## src/rtl/gpio_arb_pkg.sv

```systemverilog
// gpio_arb_pkg: shared state type and index helpers for the GPIO pin arbiter
package gpio_arb_pkg;
  typedef enum logic [1:0] {IDLE, WAIT, OWN, BLOCK} arb_state_e;
  function automatic int req_idx_w(input int n);
    return (n > 1) ? $clog2(n) : 1;
  endfunction
  function automatic int rr_next(input int k, input int n);
    return (k + 1) % n;
  endfunction
endpackage

```

## src/rtl/gpio_pin_arbiter_rr_pick.sv

```systemverilog
// gpio_pin_arbiter_rr_pick: round-robin winner among eligible requesters, search starting at ptr
module gpio_pin_arbiter_rr_pick #(
  parameter int N = 4,
  parameter int IW = 2
) (
  input  logic [N-1:0]  eligible,
  input  logic [IW-1:0] ptr,
  output logic          valid,
  output logic [N-1:0]  onehot,
  output logic [IW-1:0] idx
);
  logic [IW-1:0] cand [N];
  for (genvar j = 0; j < N; j++) begin : g_cand
    assign cand[j] = IW'((int'(ptr) + j) % N);
  end
  always_comb begin
    valid = 1'b0;
    idx = '0;
    for (int j = 0; j < N; j++)
      if (!valid && eligible[cand[j]]) begin
        valid = 1'b1;
        idx = cand[j];
      end
    onehot = valid ? N'(1) << idx : '0;
  end
endmodule

```

## src/rtl/gpio_pin_arbiter.sv

```systemverilog
// gpio_pin_arbiter: grants exclusive pin masks to hardware requesters, software drives all unowned pins
module gpio_pin_arbiter
  import gpio_arb_pkg::*;
#(
  parameter int NumReq = 4,
  parameter int Width = 32,
  parameter int TimeoutCycles = 1024
) (
  input  logic                    clk_i,
  input  logic                    rst_i,
  input  logic [NumReq-1:0]       req_i,
  input  logic [NumReq*Width-1:0] req_mask_i,
  input  logic [NumReq-1:0]       rel_i,
  input  logic [NumReq*Width-1:0] req_out_i,
  input  logic [NumReq*Width-1:0] req_oe_i,
  input  logic [Width-1:0]        sw_out_i,
  input  logic [Width-1:0]        sw_oe_i,
  output logic [NumReq-1:0]       gnt_o,
  output logic [NumReq-1:0]       revoke_o,
  output logic [Width-1:0]        owned_mask_o,
  output logic [Width-1:0]        gpio_out_o,
  output logic [Width-1:0]        gpio_oe_o
);
  localparam int IW = req_idx_w(NumReq);
  localparam int CW = TimeoutCycles > 0 ? $clog2(TimeoutCycles + 1) : 1;
  localparam logic [CW-1:0] Lim = CW'(TimeoutCycles > 0 ? TimeoutCycles - 1 : 0);
  localparam logic [CW-1:0] Sat = '1;
  logic [NumReq-1:0] eligible, win;
  logic [NumReq-1:0][Width-1:0] sel;
  logic [IW-1:0] ptr_q, win_idx;
  logic win_valid;
  logic [Width-1:0] owned, drv_out, drv_oe;
  gpio_pin_arbiter_rr_pick #(.N(NumReq), .IW(IW)) u_pick (
    .eligible(eligible),
    .ptr(ptr_q),
    .valid(win_valid),
    .onehot(win),
    .idx(win_idx)
  );
  for (genvar i = 0; i < NumReq; i++) begin : g_req
    arb_state_e state_q, state_d;
    logic [Width-1:0] mask_q;
    logic [CW-1:0] cnt_q;
    logic revoke_q, timeout;
    assign timeout = TimeoutCycles > 0 && cnt_q == Lim;
    always_comb
      state_d = state_q == IDLE ? (req_i[i] && |req_mask_i[i*Width +: Width] ? WAIT : IDLE)
              : state_q == WAIT ? (!req_i[i] ? IDLE : win[i] ? OWN : WAIT)
              : state_q == OWN  ? (rel_i[i] ? IDLE : timeout ? BLOCK : OWN)
              : (req_i[i] ? BLOCK : IDLE);
    always_ff @(posedge clk_i or posedge rst_i)
      if (rst_i) begin
        state_q <= IDLE;
        mask_q <= '0;
        cnt_q <= '0;
        revoke_q <= 1'b0;
      end else begin
        state_q <= state_d;
        if (state_q == IDLE && state_d == WAIT) mask_q <= req_mask_i[i*Width +: Width];
        cnt_q <= state_q != OWN ? '0 : cnt_q == Sat ? cnt_q : cnt_q + 1'b1;
        revoke_q <= state_q == OWN && state_d == BLOCK;
      end
    // owned is derived from registered state, so a pin freed this cycle is only grantable next cycle
    assign eligible[i] = state_q == WAIT && req_i[i] && (mask_q & owned) == '0;
    assign sel[i] = state_q == OWN ? mask_q : '0;
    assign gnt_o[i] = state_q == OWN;
    assign revoke_o[i] = revoke_q;
  end
  always_ff @(posedge clk_i or posedge rst_i)
    if (rst_i) ptr_q <= '0;
    else if (win_valid) ptr_q <= IW'(rr_next(int'(win_idx), NumReq));
  always_comb begin
    owned = '0;
    drv_out = '0;
    drv_oe = '0;
    for (int i = 0; i < NumReq; i++) begin
      owned = owned | sel[i];
      drv_out = drv_out | (sel[i] & req_out_i[i*Width +: Width]);
      drv_oe = drv_oe | (sel[i] & req_oe_i[i*Width +: Width]);
    end
  end
  assign owned_mask_o = owned;
  assign gpio_out_o = (sw_out_i & ~owned) | drv_out;
  assign gpio_oe_o = (sw_oe_i & ~owned) | drv_oe;
endmodule

```

## config.mk

```make
export PLATFORM = sky130hd
export DESIGN_NAME = gpio_pin_arbiter
export DESIGN_NICKNAME = d
export VERILOG_FILES = /design/src/rtl/gpio_arb_pkg.sv /design/src/rtl/gpio_pin_arbiter_rr_pick.sv /design/src/rtl/gpio_pin_arbiter.sv
export SDC_FILE = /design/constraint.sdc
export NUM_CORES = 1
export LEC_CHECK = 0
export BUFFER_PORTS_ARGS = -buffer_cell sky130_fd_sc_hd__buf_2
export CORE_MARGIN = 5
export CORE_UTILIZATION = 30
export CTS_BUF_LIST = sky130_fd_sc_hd__clkbuf_8
export CTS_CLUSTER_DIAMETER = 150
export DETAILED_ROUTE_END_ITERATION = 6
export PLACE_DENSITY = 0.67
export SYNTH_ARGS = -nofsm -noshare
export SYNTH_HDL_FRONTEND = slang
export SYNTH_SLANG_ARGS = --single-unit
export TNS_END_PERCENT = 1
```

## constraint.sdc

```tcl
create_clock -name clk_i -period 16.36 [get_ports clk_i]
set_clock_uncertainty 0.05 [all_clocks]
set_input_delay 3.272 -clock clk_i [delete_from_list [all_inputs] [get_ports clk_i]]
set_output_delay 3.272 -clock clk_i [all_outputs]
set_load 0.05 [all_outputs]
```

==> impl_summary.md <==
Pwr
The net switching power is 1.462 mW. The part of the total power dissipated in sequential elements is approximately a third. The maximum ir drop on the vdd rail is 62.25 uV. The leakage component of the power is about 8 nW. Of the total power, the share spent switching nets is ~53%. Of the total power, the clock network draws about 11%. Internal power comes to 1.313 mW.

The power per cell area is around 170 nW/um^2. The proportion of power drawn by combinational gates is a little under three fifths.

Layout
The footprint of the flip-flops and latches is about 4700 um^2. In the layout the commonest cells are 561 x buf_2, 186 x dfrtp_1, 128 x mux2_2, 113 x a22oi_1, 109 x and3b_1. The fraction of final layout cells with drive strength greater than 1 is 43.25%. The net count of the finished layout is roughly 2,300. Relative to the synthesized area, the layout overhead comes to 26.80%. The area of the multi-input gates is 7310 um^2. The final-layout fill cell count is about 4,300.

The share of the core filled with cells in the final layout is just under 40%. The library cell used most frequently in the layout, excluding fill and tap cells, is buf_2.

Floorplanning
The die outline height is ~220 um. The initial utilization of the core area, before any placement, comes to 30.44%. The total I/O pin count is roughly 560. The row count is between 70 and 80.

The die is between 200 and 250 um wide. The die covers approximately 47,000 um^2. The floorplan step defined a core boundary enclosing 42,130 um^2.

Worst setup path
The depth of the worst register-to-register path is 11. In this run the worst path has a maximum fanout of 1. Data on the critical path is required at its endpoint by 13.04 ns. The critical path is of the input pin to primary output type. The type of destination of the critical path is a primary output. For the worst setup path, the data arrival time is 4.05 ns. The worst setup path is launched from an input pin.

Clock network
The clock sink count is ~190. The clock tree buffer depth is 2. The number of H-tree branching levels is 4. In this run the post-CTS setup repair buffer count came out at 0. The total clock buffers created by CTS is 17. At the later pin of the worst-skew pair, clock insertion delay measures 0.51 ns.

The quantity of gates resized following cts is 0. After clock tree synthesis, the clock-pin slew on the worst setup and hold paths is ~0.11 ns. TritonCTS built the clock tree. The root buffer cell is clkbuf_8.

For this design, the CTS-stage hold fixing added 0 buffers.

Place
The final weighted congestion in routability-driven placement is 0.9682. Before CTS, the worst setup slack after placement is around 9.0 ns. Once detailed placement completed, the half-perimeter wirelength came to approximately 60,000 um. The count of input and output buffers is approximately 560.

STA
Setup repair after global routing left no endpoint under its margin. For the pin with the worst max-slew slack, the measured transition is approximately 1.2 ns. The normalized max-slew margin is about 21%. The total negative slack is 0 ns. The ratio of final minimum period to clock period is between 40% and 50%. The number of pins exceeding their max-slew limit in the final report is 0.

The worst slack on hold paths is around 0.44 ns. The time the final worst path needs with I/O delays and setup is between 7 and 8 ns. The count of endpoints failing setup in the final report is 0. The hold violation count in the final report is 0. Setup slack on the critical path of the routed design comes to between 8 and 9 ns. The maximum clock frequency is between 100 and 150 MHz.

Detailed routing
The final routed wirelength across all metal layers is 71,340 um. In the routed layout, each cell is associated on average with a via count of 5.757. The average routed wire per standard cell is about 30 um.

The number of detailed-route iterations in the first pass is 5. The routed layout has around 14,000 vias. In this run the remaining antenna-violating nets after routing total 0.

After detailed routing, the number of remaining DRC violations is 0. For this block, the initial DRC count from the detailed router was 987.

GRT
The number of antenna violations at the first check in global routing is 25. For this run the aggregate overflow at the end of global routing stands at 0. The combined global-route utilization of all metal layers is roughly 29%. Entering global routing, the biggest net connects 74 pins. The wire length of the first global-routing pass is between 90,000 and 100,000 um. The number of global-route vias before repair is around 14,000.

Synth
The Yosys step of the flow raised 0 warnings. The sequential cell area fraction in the yosys report is a little over a third. Counting flops with a built-in enable in the synthesized netlist gives 0. Among all flip-flop cells after synthesis, the most frequent one is dfrtp_1. The number of different library cells used by synthesis comes to 60. Synthesis handed over a netlist of 1,325 instances. Synthesis inferred between 150 and 200 register bits.

Counting flops with an async set or reset pin after synthesis yields a share of 100.0%. The mean area per synthesized cell is 9.681 um^2. The net count after synthesis is roughly 1,800. In this run the cell area of the synthesized design comes to 12,830 um^2.

Run
The tool flagged a number of max-cap violations equal to 0.

Min path
Along the worst hold path, the cell count comes to 1. The worst hold path class is register to register.

Outcome
The run finished with clean final reports.
layer usage:
metal  part of all wire (%)  track usage, %
met1                     38           33.31
met4                    4.7           14.03
met5                  0.078               0
met2                     50           50.67
met3                    6.5           5.906
cells by family after synthesis:
family                   Yosys count  synth area share, %
AND/OR/NAND/NOR                  492                24.64
AO/OA/AOI/OAI                    284                18.02
buffers and inverters            194                6.730
flip-flops                       186                36.29
multiplexers                     133                11.64
XOR/XNOR                          28                1.912
adder cells (fa/ha/maj)            8               0.7804
flip-flops by register name, summed over array words and instances, names as in the netlist:
register / flops
g_req.revoke_q: 4
ptr_q: 2
g_req.cnt_q: 44
g_req.mask_q: 128
g_req.state_q: 8
critical path: stages:
cell and delay [ns]:
buf_2 0.13, a22oi_1 0.16, nand4_1 0.21, buf_2 0.28
area by class of cell:
| class | instances | share of cell area [%] |
|---|---|---|
| Clock inverter | 13 | 0.7538 |
| Multi-Input combinational cell | 945 | 44.94 |
| Clock buffer | 18 | 1.523 |
| Sequential cell | 186 | 28.62 |
| Inverter | 77 | 1.808 |
| Antenna cell | 17 | 0.2615 |
| Tap cell | 539 | 4.146 |
| Timing Repair Buffer | 576 | 17.95 |
path summary, 6_finish.rpt:
| kind | start | slack [ns] | endpoint |
|---|---|---|---|
| setup / recovery | req_out_i[118] | 8.98 | gpio_out_o[22] |
| hold / removal | g_req[1].cnt_q[10] | 0.44 | g_req[1].revoke_q |
| setup reg to reg | g_req[2].state_q[0] | 11.42 | g_req[3].state_q[1] |
| hold reg to reg | g_req[1].cnt_q[10] | 0.44 | g_req[1].revoke_q |
| max in group asynchronous | rst_i | 11.28 | g_req[2].mask_q[22] |
| min in group asynchronous | rst_i | 2.74 | g_req[0].revoke_q |
power groups by stage:
| stage | combinational (mW) | clock, mW | sequential (mW) |
|---|---|---|---|
| floorplan | 1.11 | 0 | 0.739 |
| global placement | 1.55 | 0 | 0.882 |
| detailed placement | 1.57 | 0 | 0.889 |
| CTS | 1.57 | 0.320 | 0.878 |
| global route | 1.67 | 0.335 | 0.893 |
| finish | 1.58 | 0.313 | 0.885 |
per-stage QoR:
| step | area [um^2] | total power [mW] | cells |
|---|---|---|---|
| 3_5_place_dp | 15850 | 2.458 | 2323 |
| 3_3_place_gp | 15850 | 2.433 | 2323 |
| 6_report | 16270 | 2.774 | 2371 |
| 2_1_floorplan | 12830 | 1.851 | 1325 |
| 4_1_cts | 16220 | 2.772 | 2354 |
| 5_1_grt | 16260 | 2.895 | 2369 |
cell usage after synthesis (6+ instances only):
cell type  number  area [um^2]
and3b_1       109        954.7
ha_1            8        100.1
buf_2          11        55.05
and3_1          6        37.54
a22oi_1       113        848.3
o21ai_0        13        65.06
nand3b_1        8        60.06
inv_1          72        270.3
buf_1          11        41.29
o41ai_2        10        162.7
buf_4           9        67.56
a22o_1          6        52.55
o2111ai_1      30        262.8
nor4_4          7        148.9
o41ai_1        67        586.8
nand4_1        27        168.9
a21oi_1        13        65.06
xor2_1         16        140.1
dfrtp_1       186         4654
and3b_2        10        100.1
clkbuf_1       71        266.5
xnor2_1        12        105.1
mux2_2        128         1441
nand2_1        94        352.8
buf_6          11        123.9
nor4_2         12        150.1
nor3_1          6        30.03
nor2_1         48        180.2
nor4_1         52        325.3
nand3_1        81        405.4
and2_1          7        43.79
No activity file was read; power rests on OpenSTA's default activity.
